**src/rtl/ps2_keyboard_rx.sv**
```systemverilog
// PS/2 keyboard receiver: synchronises and filters the keyboard pins, deframes
// 11-bit frames, and folds E0/F0 prefixes into flags on a single scancode event.
module ps2_keyboard_rx #(
  parameter int CLKFREQ_KHZ = 7000,
  parameter int TIMEOUT_US  = 2000,
  parameter int FILTER_LEN  = 4
) (
  input  logic       clk,
  input  logic       rst_n,
  input  logic       clkps2,
  input  logic       dataps2,
  output logic [7:0] rx_byte,
  output logic       rx_valid,
  output logic [7:0] scancode,
  output logic       extended,
  output logic       released,
  output logic       scan_valid,
  output logic       frame_err,
  output logic       busy
);

  localparam int          TO_LIMIT  = CLKFREQ_KHZ * TIMEOUT_US / 1000;
  localparam logic [15:0] TO_LAST   = 16'(TO_LIMIT - 1);
  localparam logic [3:0]  FILT_LAST = 4'(FILTER_LEN - 1);

  localparam logic [1:0] IDLE   = 2'd0;
  localparam logic [1:0] DATA   = 2'd1;
  localparam logic [1:0] PARITY = 2'd2;
  localparam logic [1:0] STOP   = 2'd3;

  // Odd parity over data+parity, and the stop bit must be high.
  function automatic logic frame_ok(input logic [7:0] b, input logic p, input logic s);
    return s & ((^b) ^ p);
  endfunction

  logic       clk_p0, clk_p1, dat_p0, dat_p1;
  logic       clk_filt;
  logic [3:0] filt_cnt;
  logic       fall_p2;

  logic [1:0]  state;
  logic [2:0]  bit_cnt;
  logic [7:0]  shift;
  logic        par;
  logic [15:0] to_cnt;
  logic        ext_f, rel_f;

  // Stage p0/p1: synchronisers; p2: filtered clock and its falling-edge event
  always_ff @(posedge clk) begin
    if (!rst_n) begin
      clk_p0   <= 1'b1;
      clk_p1   <= 1'b1;
      dat_p0   <= 1'b1;
      dat_p1   <= 1'b1;
      clk_filt <= 1'b1;
      filt_cnt <= 4'd0;
      fall_p2  <= 1'b0;
    end else begin
      clk_p0  <= clkps2;
      clk_p1  <= clk_p0;
      dat_p0  <= dataps2;
      dat_p1  <= dat_p0;
      fall_p2 <= 1'b0;
      if (clk_p1 != clk_filt) begin
        if (filt_cnt == FILT_LAST) begin
          clk_filt <= clk_p1;
          filt_cnt <= 4'd0;
          fall_p2  <= clk_filt;
        end else begin
          filt_cnt <= filt_cnt + 4'd1;
        end
      end else begin
        filt_cnt <= 4'd0;
      end
    end
  end

  // Stage p3: frame FSM, prefix folding and registered outputs
  always_ff @(posedge clk) begin
    if (!rst_n) begin
      state      <= IDLE;
      bit_cnt    <= 3'd0;
      shift      <= 8'd0;
      par        <= 1'b0;
      to_cnt     <= 16'd0;
      ext_f      <= 1'b0;
      rel_f      <= 1'b0;
      rx_byte    <= 8'd0;
      rx_valid   <= 1'b0;
      scancode   <= 8'd0;
      extended   <= 1'b0;
      released   <= 1'b0;
      scan_valid <= 1'b0;
      frame_err  <= 1'b0;
    end else begin
      rx_valid   <= 1'b0;
      scan_valid <= 1'b0;
      frame_err  <= 1'b0;
      if (state == IDLE) begin
        to_cnt <= 16'd0;
        if (fall_p2 && !dat_p1) begin
          state   <= DATA;
          bit_cnt <= 3'd0;
        end
      end else if (fall_p2) begin
        to_cnt <= 16'd0;
        case (state)
          DATA: begin
            shift   <= {dat_p1, shift[7:1]};
            bit_cnt <= bit_cnt + 3'd1;
            if (bit_cnt == 3'd7) state <= PARITY;
          end
          PARITY: begin
            par   <= dat_p1;
            state <= STOP;
          end
          default: begin
            state <= IDLE;
            if (frame_ok(shift, par, dat_p1)) begin
              rx_byte  <= shift;
              rx_valid <= 1'b1;
              if (shift == 8'hE0) begin
                ext_f <= 1'b1;
              end else if (shift == 8'hF0) begin
                rel_f <= 1'b1;
              end else begin
                scancode   <= shift;
                extended   <= ext_f;
                released   <= rel_f;
                scan_valid <= 1'b1;
                ext_f      <= 1'b0;
                rel_f      <= 1'b0;
              end
            end else begin
              frame_err <= 1'b1;
              ext_f     <= 1'b0;
              rel_f     <= 1'b0;
            end
          end
        endcase
      end else if (to_cnt == TO_LAST) begin
        state     <= IDLE;
        to_cnt    <= 16'd0;
        frame_err <= 1'b1;
        ext_f     <= 1'b0;
        rel_f     <= 1'b0;
      end else begin
        to_cnt <= to_cnt + 16'd1;
      end
    end
  end

  assign busy = (state != IDLE);

endmodule
```
**config.mk**
```make
export PLATFORM = sky130hd
export DESIGN_NAME = ps2_keyboard_rx
export DESIGN_NICKNAME = d
export VERILOG_FILES = /design/src/rtl/ps2_keyboard_rx.sv
export SDC_FILE = /design/constraint.sdc
export NUM_CORES = 1
export LEC_CHECK = 0
export CAP_MARGIN = 20
export CORE_ASPECT_RATIO = 0.8
export CORE_UTILIZATION = 40
export DETAILED_ROUTE_END_ITERATION = 12
export PLACE_DENSITY = 0.59
export SYNTH_ARGS = -nofsm -noshare
export SYNTH_HDL_FRONTEND = slang
export SYNTH_SLANG_ARGS = --single-unit
```
**constraint.sdc**
```tcl
create_clock -name clk -period 2.51 [get_ports clk]
set_input_delay 0.251 -clock clk [delete_from_list [all_inputs] [get_ports clk]]
set_output_delay 0.251 -clock clk [all_outputs]
set_load 0.01 [all_outputs]
```
# Yosys cells after proc, flatten, opt, wreduce, memory -nomap -nowiden

Index checks and enable logic that the tools add are counted.
Widths: inputs -> output; s select.

Word-level logic and storage cells: 99
Input bits: 4
Flip-flop bits (word level): 63
Output and inout port bits: 22

Reductions and logical operators: 25
Mux-type cells: 27
Equal/unequal tests: 13
Bitwise gates (word level): 10
Add/subtract/negate cells: 3

Operators with widths:

| cell                  | count |
|---|---|
| $mux 1                | 17 |
| $add 16x1->16 const B | 1 |
| $eq 16x14->1 const B  | 1 |
| $eq 8x8->1 const B    | 2 |
| $reduce_and 3->1      | 5 |
| $mux 3                | 4 |
| $reduce_and 4->1      | 3 |
| $mux 2                | 5 |
| $ne 4x4->1 const B    | 2 |
| $not 1->1             | 8 |
| $reduce_bool 2->1     | 4 |
| $reduce_xor 8->1      | 1 |
| $reduce_or 7->1       | 1 |
| $reduce_and 6->1      | 1 |
| $reduce_or 5->1       | 1 |
| $add 4x1->4 const B   | 1 |
| $eq 4x2->1 const B    | 1 |
| $pmux 2 s2            | 1 |
| $reduce_or 2->1       | 2 |
| $reduce_or 4->1       | 1 |
| $add 3x1->3 const B   | 1 |
| $eq 3x3->1 const B    | 1 |
| $ne 3x3->1 const B    | 1 |
| $reduce_bool 3->1     | 1 |
| 12 further kinds      | 12 |

# Logic depth before layout (Yosys ltp)

Depth after elaboration: 6
Gate-level depth with buffers: 9
Mapped depth without buffers: 7

# Worst setup path after synthesis

No wires, ideal clock.

Kind: flip-flop to flip-flop
Start: register shift[2]
End: register rx_byte[5]
Arrival: 1912 ps
Setup slack: 469 ps
Required time: 2381 ps
Cell stages (with the launch flop): 9
Buffers on the path: 1
Path through: dfxtp_1 -> inv_1 -> ha_1 -> xnor3_1 -> xnor2_1 -> nand4_1 -> clkbuf_1 -> nand3_1 -> o21ai_0

Longest elaborated chain between the ends: 4

RTL lines:

| item                       | RTL line | text |
|---|---|---|
| from (decl)                | 43       | `logic [7:0] shift;` |
| from (signal assigned)     | 109      | `shift <= {dat_p1, shift[7:1]};` |
| $reduce_xor 8->1           | 33       | `return s & ((^b) ^ p);` |
| $xor 1x1->1                | 33       |  |
| $and 1x1->1                | 33       |  |
| $reduce_and 4->1 (no line) | n/a      |  |
| to (signal assigned)       | 120      | `rx_byte <= shift;` |
| to (decl)                  | 12       | `output logic [7:0] rx_byte,` |

No other way between the ends.
A chain may end at the register's enable or synchronous reset.

# Final worst setup path

Start: register shift[2]
End: register scan_valid

Longest elaborated chain between the ends: 5

RTL lines:

| item                      | RTL line | text |
|---|---|---|
| $reduce_xor 8->1          | 33       |  |
| $xor 1x1->1               | 33       |  |
| $and 1x1->1               | 33       |  |
| $not 1->1 (no line)       | n/a      |  |
| $reduce_or 7->1 (no line) | n/a      |  |
| to (signal assigned)      | 93       | `scan_valid <= 1'b0;` |
| to (signal assigned)      | 97       | `scan_valid <= 1'b0;` |
| to (signal assigned)      | 130      | `scan_valid <= 1'b1;` |
| to (decl)                 | 17       | `output logic scan_valid,` |

Several ways; a longest one is shown, not always the timed one.

==> run summary <==
status: finished, final reports clean
Pwr Density: 556 mW/mm²
CP delay by family, top: simple AND/OR/NAND/NOR gates
Setup TNS Final: 0 ps
largest net degree at the start of global routing: 52
crit path kind: register to register
via count: 1995
post-synth design cell area: 0.00276 mm²
Pins Over Slew Limit: 0
Longest Clk Path Bufs: 2
Yosys reg bits: 63
net count after synthesis: 313
CTS clock-pin slew for the worst setup and hold paths: 60 ps
Synth Area in Adders: 0.0589
Initial Util: 0.423
Logic pwr share: 0.014
Max transition margin: 0.612
# setup viols final: 0
# port buffers: 25
worst vdd ir: 370 µV
ys async rst share: 0
HP Start: clk_p0$_SDFF_PN1_
most frequent cells in the layout: 63 x dfxtp_1, 26 x nand2_1, 25 x clkdlybuf4s50_1
r2r setup slk: 300 ps
worst skew pair latency: 340 ps
slowest stage delay, CP: 380 ps
first-pass GRT wire length: 8.80 mm
Nets: 340
total global routing overflow: 0
Post-DRT Antenna Nets: 0
most common cell after layout, fill and taps aside: dfxtp_1
clock skew: 6.49 ps
Fin Hold WS: 407 ps
fill cell count: 630
cell depth of the worst hold path: 1
clock tree sinks: 63
yosys warns: 0
Int Power: 1440 µW
CTS tree: yes
Die Ht: 76.4 µm
Core ar.: 0.00654 mm²
Min-Delay Path Class: register to register
width of the die: 94.9 µm
Vias/cell: 4.88
Post-synth EDFFs: 0
fmax: 453 MHz
Post-synth top flop: dfxtp_1
CP Launch Type: register
WP data required: 2790 ps
simple-gate share of the synthesized area: 0.254
ant diodes: 0
CP max stage cell: dfxtp_1
DP Wirelength: 3.30 mm
sequential-to-total area share from yosys stat: 0.456
Mean Syn Cell Area: 9.34 µm²
cells after synthesis: 296
initial drt markers: 106
Finished Cell Area: 0.00324 mm²
GRT Total Usage: 0.159
post-synthesis mux area share: 0.0629
Sw Pwr: 367 µW
Num CTS Buffers: 9
crit-path max FO: 5
period utilization: 0.880
critical path cell sequence: inv_1, ha_1, xnor3_1, xnor2_1, nand3_1, nor4_1, and2_1
Rows: 26
Hold Fails Final Rpt: 0
Yosys cell types: 44
wire length per cell: 12.1 µm
I/O pin count: 26
Worst R2R End: scan_valid$_SDFF_PP0_
R2R cell count: 7
htree depth: 3
WP data arrival: 2490 ps
RePlAce Congestion: 0.725
# DRC: 0
xor and xnor fraction of the mapped netlist area: 0.0589
CTS Hold Buffers Added: 0
initial antenna violation count: 0
cts repair resizes: 0
Synth-to-Final Area Change: 17.3%
CTS Root Cell: clkbuf_8
buffer and inverter count on the worst path: 1
Die ar.: 0.00725 mm²
largest family of logic cells by synthesized area: simple AND/OR/NAND/NOR gates
origin of the critical flop-to-flop path: shift[2]$_SDFFE_PN0P_
vias in the first global route: 1891
max cap viols: 0
Sw Ratio: 0.204
Hold EP: clk_p1$_SDFF_PN1_
Seq pwr share: 0.558
CP endpoint kind: register
Compound-Gate Fraction of Synth Area: 0.0629
power consumption: 1800 µW
dpl cell area: 0.00307 mm²
min Tclk post-route: 2210 ps
worst slew pin tran: 581 ps
DR pass1 iterations: 4
Post-Route WL: 4.94 mm
share of post-route cells with drive strength above 1: 0.0800
Lkg Pwr: 0.00121 µW
clock share of power: 0.428
Setup Fix Bufs, Post-CTS: 0
RSZ-0062 raised after global routing: false
cells by family (layout without fill, tap and decap cells):
group / after synthesis / after routing
and+or+nand+nor: 129 / 129
DFF: 63 / 63
AOI/OAI and AO/OA: 30 / 30
buffers and inverters: 27 / 56
xor gates and xnor gates: 17 / 17
muxes: 17 / 17
adders and majority gates: 13 / 13
layer usage:
layer | wire length, µm | share of wire | track usage
met4 | 67 | 0.014 | 0.0500
met2 | 1920 | 0.39 | 0.212
met5 | 0 | 0 | 0
met1 | 2670 | 0.54 | 0.224
met3 | 285 | 0.058 | 0.0758
worst max path at each step:
stage,from,to,slack [ps],cells after the start
2_1_floorplan,shift[2]$_SDFFE_PN0P_,rx_byte[5]$_SDFFE_PN0P_,470,8
3_3_place_gp,shift[2]$_SDFFE_PN0P_,scan_valid$_SDFF_PP0_,370,7
3_5_place_dp,shift[2]$_SDFFE_PN0P_,ext_f$_SDFFE_PN0P_,370,7
4_1_cts,state[0]$_SDFFE_PN0P_,busy,330,4
5_1_grt,shift[2]$_SDFFE_PN0P_,scancode[7]$_SDFFE_PN0P_,150,8
6_report,shift[2]$_SDFFE_PN0P_,scan_valid$_SDFF_PP0_,300,7
metrics by stage:
step	setup slack, ps	instances	util
after floorplan	469	296	-
after global placement	373	396	0.470
after detailed placement	369	396	0.470
after CTS	332	409	0.496
after global routing	155	409	0.496
final	300	409	0.496
final cells by class:
cell class              instances  area (µm²)  area share
multi-input cells             206        1380       0.425
clock buffers                  12         165      0.0509
clock inverters                 1        5.00     0.00154
repair buffers                 28         273      0.0841
flip-flops and latches         63        1260       0.389
inverters                      15        56.3      0.0174
well taps                      84         105      0.0324
state kept, by name, summed over array words and instances (netlist names), 2 cells and up:
signal	cells
to_cnt	16
filt_cnt	4
rx_byte	8
state	2
scancode	8
bit_cnt	3
shift	8
power groups by stage:
stage | Combinational [µW] | Sequential, µW | Clock (µW)
6_report | 25.3 | 1010 | 773
5_1_grt | 28.2 | 1010 | 849
4_1_cts | 25.8 | 1010 | 803
3_5_place_dp | 25.8 | 1030 | 0
3_3_place_gp | 25.9 | 1030 | 0
2_1_floorplan | 17.5 | 1030 | 0
cells in the mapped netlist, drive strengths merged (5+ instances only):
library cell	instances	share of area
mux2i	17	0.063
xor2	5	0.016
nand4	7	0.016
ha	13	0.059
xnor2	11	0.035
buf	5	0.012
nor2	24	0.033
dfxtp	63	0.46
inv	15	0.020
clkbuf	7	0.013
o21ai	15	0.027
nand2	26	0.035
nor2b	22	0.050
nand3	19	0.034
a21oi	7	0.013
No activity file was read; power rests on OpenSTA's default activity.
